===== config.mk =====
export PLATFORM = sky130hd
export DESIGN_NAME = csr_trap_sequencer
export DESIGN_NICKNAME = d
export VERILOG_FILES = /design/src/rtl/csr_trap_sequencer.sv
export SDC_FILE = /design/constraint.sdc
export NUM_CORES = 1
export LEC_CHECK = 0
export ABC_AREA = 1
export CAP_MARGIN = 0
export CELL_PAD_IN_SITES_DETAIL_PLACEMENT = 1
export CELL_PAD_IN_SITES_GLOBAL_PLACEMENT = 1
export CORE_UTILIZATION = 31
export CTS_CLUSTER_SIZE = 25
export DETAILED_ROUTE_END_ITERATION = 8
export GPL_TIMING_DRIVEN = 0
export PLACE_DENSITY = 0.81
export REMOVE_ABC_BUFFERS = 1
export SLEW_MARGIN = 25
export SYNTH_ARGS = -nofsm -noshare
export SYNTH_HDL_FRONTEND = slang
export SYNTH_SLANG_ARGS = --single-unit

===== constraint.sdc =====
create_clock -name clk -period 1.45 [get_ports clk]
set_input_delay 0.2175 -clock clk [delete_from_list [all_inputs] [get_ports clk]]
set_output_delay 0.2175 -clock clk [all_outputs]
set_load 0.005 [all_outputs]

===== src/rtl/csr_trap_sequencer.sv =====
// Shares the machine CSR file ports between the pipeline and the ecall/mret sequences,
// and issues the redirect that ends each sequence. Define MSTATUS_UPDATE_EN to enable mstatus updates.
module csr_trap_sequencer (
  input  logic        clk,
  input  logic        rst,
  input  logic        trap_valid,
  input  logic [31:0] trap_pc,
  input  logic [31:0] trap_cause,
  input  logic        mret_valid,
  input  logic        wb_csr_wr,
  input  logic [1:0]  wb_csr_rd,
  input  logic [31:0] wb_csr_data,
  input  logic [1:0]  idu_csr_rs,
  output logic        csr_wr,
  output logic [1:0]  csr_rd,
  output logic [31:0] csr_busW,
  output logic [1:0]  csr_rs,
  input  logic [31:0] csr_rs_data,
  output logic        busy,
  output logic        redirect_valid,
  output logic [31:0] redirect_pc
);

  localparam logic [1:0] CSR_MSTATUS = 2'd0;
  localparam logic [1:0] CSR_MTVEC   = 2'd1;
  localparam logic [1:0] CSR_MEPC    = 2'd2;
  localparam logic [1:0] CSR_MCAUSE  = 2'd3;
  localparam logic [31:0] VEC_MASK   = ~32'h3;

  typedef enum logic [2:0] {
    IDLE, T_EPC, T_CAUSE, T_STATUS, M_STATUS, M_EPC, REDIR
  } state_t;

  state_t      state;
  logic [31:0] pc_lat;
  logic [31:0] cause_lat;
  logic [31:0] mtvec_lat;
  logic [31:0] target;

`ifdef MSTATUS_UPDATE_EN
  logic [31:0] mstatus_lat;

  // Trap entry: MPIE <- MIE, MIE <- 0, MPP <- M-mode.
  function automatic logic [31:0] trap_status(input logic [31:0] s);
    logic [31:0] r;
    r       = s;
    r[7]    = s[3];
    r[3]    = 1'b0;
    r[12:11] = 2'b11;
    return r;
  endfunction

  // Trap return: MIE <- MPIE, MPIE <- 1, MPP <- M-mode.
  function automatic logic [31:0] mret_status(input logic [31:0] s);
    logic [31:0] r;
    r       = s;
    r[3]    = s[7];
    r[7]    = 1'b1;
    r[12:11] = 2'b11;
    return r;
  endfunction
`endif

  always_ff @(posedge clk) begin
    if (rst) begin
      state     <= IDLE;
      pc_lat    <= '0;
      cause_lat <= '0;
      mtvec_lat <= '0;
      target    <= '0;
`ifdef MSTATUS_UPDATE_EN
      mstatus_lat <= '0;
`endif
    end else begin
      case (state)
        IDLE: begin
          if (trap_valid) begin
            state     <= T_EPC;
            pc_lat    <= trap_pc;
            cause_lat <= trap_cause;
          end else if (mret_valid) begin
`ifdef MSTATUS_UPDATE_EN
            state <= M_STATUS;
`else
            state <= M_EPC;
`endif
          end
        end
        T_EPC: begin
          mtvec_lat <= csr_rs_data;
          state     <= T_CAUSE;
        end
`ifdef MSTATUS_UPDATE_EN
        T_CAUSE: begin
          mstatus_lat <= csr_rs_data;
          state       <= T_STATUS;
        end
        T_STATUS: begin
          target <= mtvec_lat & VEC_MASK;
          state  <= REDIR;
        end
        M_STATUS: state <= M_EPC;
`else
        T_CAUSE: begin
          target <= mtvec_lat & VEC_MASK;
          state  <= REDIR;
        end
`endif
        M_EPC: begin
          target <= csr_rs_data;
          state  <= REDIR;
        end
        REDIR:   state <= IDLE;
        default: state <= IDLE;
      endcase
    end
  end

  // Port mux: pass-through in IDLE, sequence-owned otherwise.
  always_comb begin
    csr_wr   = 1'b0;
    csr_rd   = wb_csr_rd;
    csr_busW = wb_csr_data;
    csr_rs   = idu_csr_rs;
    case (state)
      IDLE: csr_wr = wb_csr_wr;
      T_EPC: begin
        csr_wr   = 1'b1;
        csr_rd   = CSR_MEPC;
        csr_busW = pc_lat;
        csr_rs   = CSR_MTVEC;
      end
      T_CAUSE: begin
        csr_wr   = 1'b1;
        csr_rd   = CSR_MCAUSE;
        csr_busW = cause_lat;
        csr_rs   = CSR_MSTATUS;
      end
`ifdef MSTATUS_UPDATE_EN
      T_STATUS: begin
        csr_wr   = 1'b1;
        csr_rd   = CSR_MSTATUS;
        csr_busW = trap_status(mstatus_lat);
        csr_rs   = CSR_MSTATUS;
      end
      M_STATUS: begin
        csr_wr   = 1'b1;
        csr_rd   = CSR_MSTATUS;
        csr_busW = mret_status(csr_rs_data);
        csr_rs   = CSR_MSTATUS;
      end
`endif
      M_EPC: csr_rs = CSR_MEPC;
      default: ;
    endcase
    if (rst) csr_wr = 1'b0;
  end

  assign busy           = (state != IDLE) | trap_valid | mret_valid;
  assign redirect_valid = (state == REDIR);
  assign redirect_pc    = target;

endmodule


Word-level counts from Yosys, hierarchy flattened
Index checks and enable logic that the tools add are counted.

Output and inout bits: 71. Register bits after elaboration: 131.

Mux-type cells: 9. Bitwise logic cells: 2. Equal/unequal tests: 5. Reductions and logical operators: 6.

Operators by type and width (number): 32-bit case mux with 2 select lines (2); 3-bit case mux with 3 select lines (1); 3-bit == test (second input constant) (2); 3-bit 2-to-1 mux (2); 2-bit case mux with 3 select lines (1); 2-bit case mux with 2 select lines (1); 2-bit OR reduction (2); 3-bit by 1-bit == test with 1-bit output (second input constant) (1); 3-bit by 2-bit == test with 1-bit output (second input constant) (1); 3-bit logical NOT (1); 3-bit != test (second input constant) (1); 3-bit nonzero test (1); 1-bit OR (2); 1-bit case mux with 2 select lines (1); 2-bit AND reduction (1); 2-bit nonzero test (1); 1-bit 2-to-1 mux (1).

Logic depth before layout (Yosys ltp)
Depth in word-level cells: 4. Mapped depth: 7.

Least setup slack after synthesis
No wires, ideal clock.

Kind: register to output. From: register state[1]. To: output port csr_busW[14]. Buffers on the path: 1. Arrival: 1111 ps. Stages on the path, launching flop included: 7. Path slack: 122 ps. Path through: dfxtp_1 > inv_1 > nand3_2 > inv_2 > clkbuf_1 > nand2_1 > nand3_1.

Longest elaborated chain between the ends: 2.

Ends and longest elaborated chain: from (decl) (line 34) `state_t state;`; from (signal assigned) (line 66) `state <= IDLE;`; from (signal assigned) (line 78) `state <= T_EPC;`; from (signal assigned) (line 85) `state <= M_EPC;`; 3-bit by 2-bit == test with 1-bit output / 3-bit by 1-bit == test with 1-bit output (equally long branches) (line 125) `case (state)`; 32-bit case mux with 2 select lines (*) (line 125); to (decl) (line 16) `output logic [31:0] csr_busW,`.

Every way passes the cells marked *; elsewhere a longest branch is shown, timed or not.

Final worst setup path
From: register state[2]. To: output port csr_busW[8].

The elaborated chain is that of the path after synthesis.

==> results <==
## critical path: stages, from the launching register on
cell and delay [ps]:
sky130_fd_sc_hd__dfxtp_4 380, sky130_fd_sc_hd__nor2_4 220, sky130_fd_sc_hd__nand2_8 120, sky130_fd_sc_hd__nand2_8 160
sky130_fd_sc_hd__buf_12 140, sky130_fd_sc_hd__inv_16 40, sky130_fd_sc_hd__buf_8 130, sky130_fd_sc_hd__nand2_4 50
sky130_fd_sc_hd__nand3_2 80, sky130_fd_sc_hd__buf_6 130
## how the worst max path moves through the flow
| stage | end | start | cells after the start | slack, ps |
|---|---|---|---|---|
| after detailed placement | csr_rs[0] | state[1] | 7 | -1890 |
| after CTS | csr_busW[7] | state[1] | 10 | -670 |
| final | csr_busW[8] | state[2] | 9 | -670 |
| after global routing | csr_rs[0] | state[1] | 11 | -720 |
| after global placement | csr_rs[0] | state[1] | 7 | -5030 |
| after floorplan | csr_rs[0] | state[1] | 6 | -2360 |
## kinds of logic (layout without fill, tap and decap cells)
logic type,after synthesis,count (layout),synth area share
buf+inv,161,453,0.106
flops,129,129,0.421
other cells,0,4,0
compound gates,33,33,0.0269
simple gates,684,693,0.446
## stage by stage
stage	cells	total power (W)	instance area [um2]	util	setup slack (ps)
after global placement	1420	0.00852	8270	0.425	-5030
after CTS	1558	0.0163	11100	0.570	-666
after floorplan	948	0.00683	5870	-	-2360
final	1577	0.0176	11700	0.602	-671
after detailed placement	1425	0.00889	8430	0.433	-1890
after global routing	1577	0.0183	11700	0.602	-717
## layer usage
metal  up-vias  GRT usage  wire [um]
met5         -          0          0
met4         0      0.171       2000
met3       114     0.0486       1470
met2       274      0.559      17400
met1      3877      0.347      12900
li1       3625          -          -
## registers in the layout, summed over array words and instances, names as in the netlist
name / cells
mtvec_lat: 30
state: 3
pc_lat: 32
redirect_pc: 32
cause_lat: 32
## area by class of cell
type / count / area [um2] / share of cell area
Antenna cell: 4 / 10.0 / 0.000854
Clock buffer: 20 / 457 / 0.0390
Clock inverter: 12 / 158 / 0.0135
Inverter: 102 / 445 / 0.0380
Multi-Input combinational cell: 726 / 3920 / 0.335
Sequential cell: 129 / 2600 / 0.222
Tap cell: 265 / 332 / 0.0283
Timing Repair Buffer: 310 / 3670 / 0.313
Timing Repair inverter: 9 / 128 / 0.0109
## where the power goes
group	switching (W)	leakage [nW]	internal, W
registers	0.000393	1.06	0.00420
clock network	0.00177	0.293	0.00280
logic	0.00439	4.20	0.00403
## cell usage in the layout, fill, tap and decap left out, types with 4 or more instances in the layout
cell type	n
sky130_fd_sc_hd__nand2_4	26
sky130_fd_sc_hd__nand3_2	30
sky130_fd_sc_hd__diode_2	4
sky130_fd_sc_hd__inv_1	94
sky130_fd_sc_hd__nand2_2	42
sky130_fd_sc_hd__buf_16	22
sky130_fd_sc_hd__buf_6	39
sky130_fd_sc_hd__nand3_4	9
sky130_fd_sc_hd__clkdlybuf4s50_1	135
sky130_fd_sc_hd__nand2_1	319
sky130_fd_sc_hd__nand2_8	6
sky130_fd_sc_hd__clkinvlp_4	4
sky130_fd_sc_hd__nor2_4	25
sky130_fd_sc_hd__nand3b_1	30
sky130_fd_sc_hd__clkbuf_16	18
sky130_fd_sc_hd__nor2_1	152
sky130_fd_sc_hd__buf_12	24
sky130_fd_sc_hd__buf_4	15
sky130_fd_sc_hd__a21oi_1	31
sky130_fd_sc_hd__inv_16	4
sky130_fd_sc_hd__buf_8	16
sky130_fd_sc_hd__nor2_2	48
sky130_fd_sc_hd__dlygate4sd2_1	32
sky130_fd_sc_hd__dfxtp_1	124
sky130_fd_sc_hd__buf_2	25
## what timing repair did
item / in CTS / in global routing
cloned: 36 / 3
buffers inserted: 66 / 17
setup endpoints to repair: 191 / 166
resized for setup: 469 / 118
pin swaps: 28 / 34
==> flow_metrics.env <==
export IMPL_status="complete, but fails checks"
export IMPL_violations_in_the_final_reports="negative setup slack"
export IMPL_fin_hold_ws_ps=226
export IMPL_asyncSetResetFlopFracSynth=0
export IMPL_rsz0062_at_grt="true"
export IMPL_yosysUniqueCellTypes=16
export IMPL_clock_sink_total=129
export IMPL_fillers=2339
export IMPL_netlist_top_cells_area="sky130_fd_sc_hd__dfxtp_1 42%, sky130_fd_sc_hd__nand2_1 24%, sky130_fd_sc_hd__nor2_1 14%, sky130_fd_sc_hd__inv_1 6.1%, sky130_fd_sc_hd__nand3b_1 3.7%"
export IMPL_cp_required_ps=1230
export IMPL_path_clk_slew_ps=60
export IMPL_gr_usage_all_layers=0.309
export IMPL_number_of_register_bits_inferred_by_synthesis=129
export IMPL_min_to="state[1]"
export IMPL_drt_first_iter_violations=318
export IMPL_cts_hold_repair_buffers=0
export IMPL_worst_slew_margin_rel=0.672
export IMPL_power_per_cell_area_nw_per_um2=1500
export IMPL_die_area_um2=20400
export IMPL_worst_pin_slew_ps=491
export IMPL_cts_max_path_buffers=2
export IMPL_arrival_ps=1900
export IMPL_cp_start_kind="register"
export IMPL_clk_latency_ps=430
export IMPL_drt_first_pass_iters=4
export IMPL_cts_tree="yes"
export IMPL_initial_core_util=0.315
export IMPL_timing_hold_worst_class="input pin to register"
export IMPL_start_to_end_type_of_the_worst_setup_path="register to output port"
export IMPL_worst_hold_startpoint="rst"
export IMPL_p_leak_nw=5.55
export IMPL_fin_crit_sh=1.46
export IMPL_achievable_frequency_ghz=0.471
export IMPL_setup_total_negative_slack_ps=-58250
export IMPL_hold_path_depth=2
export IMPL_io_pins=208
export IMPL_grt_remaining_overflow=0
export IMPL_dominantRegCellSynth="sky130_fd_sc_hd__dfxtp_1"
export IMPL_hpwl_um=13000
export IMPL_cts_made_buffers=17
export IMPL_top_cell_types_by_occurrence_after_synthesis="388 x sky130_fd_sc_hd__nand2_1, 225 x sky130_fd_sc_hd__nor2_1, 129 x sky130_fd_sc_hd__dfxtp_1"
export IMPL_drt_vias_per_instance=5.00
export IMPL_antenna_left=0
export IMPL_yosys_cell_count_top_type="sky130_fd_sc_hd__nand2_1"
export IMPL_setup_violations_final=140
export IMPL_drive_above_1_share=0.295
export IMPL_grt_antenna_before_repair=4
export IMPL_cts_max_level=4
export IMPL_synth_area_per_cell_um2=6.10
export IMPL_count_of_cells_along_the_worst_register_to_register_path=12
export IMPL_areaGrowthSynthToFinish_pct=90.9
export IMPL_grt_start_max_net_pins=72
export IMPL_dr_total_vias=7890
export IMPL_yosys_area_top_type_share=0.421
export IMPL_finalHoldViolations=0
export IMPL_clock_root_buffer="sky130_fd_sc_hd__clkbuf_16"
export IMPL_critical_path_endpoint_type="output port"
export IMPL_ir_drop_mv=1.10
export IMPL_route_final_wire_length_um=33800
export IMPL_worst_r2r_endpoint="pc_lat[19]"
export IMPL_detail_route_wl_per_cell_um=21.4
export IMPL_place_gp_congestion=0.744
export IMPL_port_buffers=207
export IMPL_netlist_area_um2=6140
export IMPL_grt_first_pass_wirelength_um=46400
export IMPL_critical_path_reg2reg_startpoint="state[2]"
export IMPL_core_area_um2=19500
export IMPL_final_nets=1432
export IMPL_syn_inst=1007
export IMPL_drc=0
export IMPL_row_cnt=51
export IMPL_setup_ws_ps=-671
export IMPL_seq_area_frac_synth=0.421
export IMPL_synth_warning_count=0
export IMPL_die_width_um=143
export IMPL_timing_reg2reg_setup_slack_ps=-500
export IMPL_layout_min_cycle_time_ps=2120
export IMPL_final_setup_skew_ps=10.4
export IMPL_final_max_slew_violation_count=0
export IMPL_netlist_top_cell_by_area="sky130_fd_sc_hd__dfxtp_1"
export IMPL_critical_path_max_fanout=7
export IMPL_fp_dieH_um=143
export IMPL_cap_viol_max_count=0
export IMPL_first_global_vias=8135
export IMPL_synth_edf_count=0
Note: power is estimated with default switching activity, not from simulation.
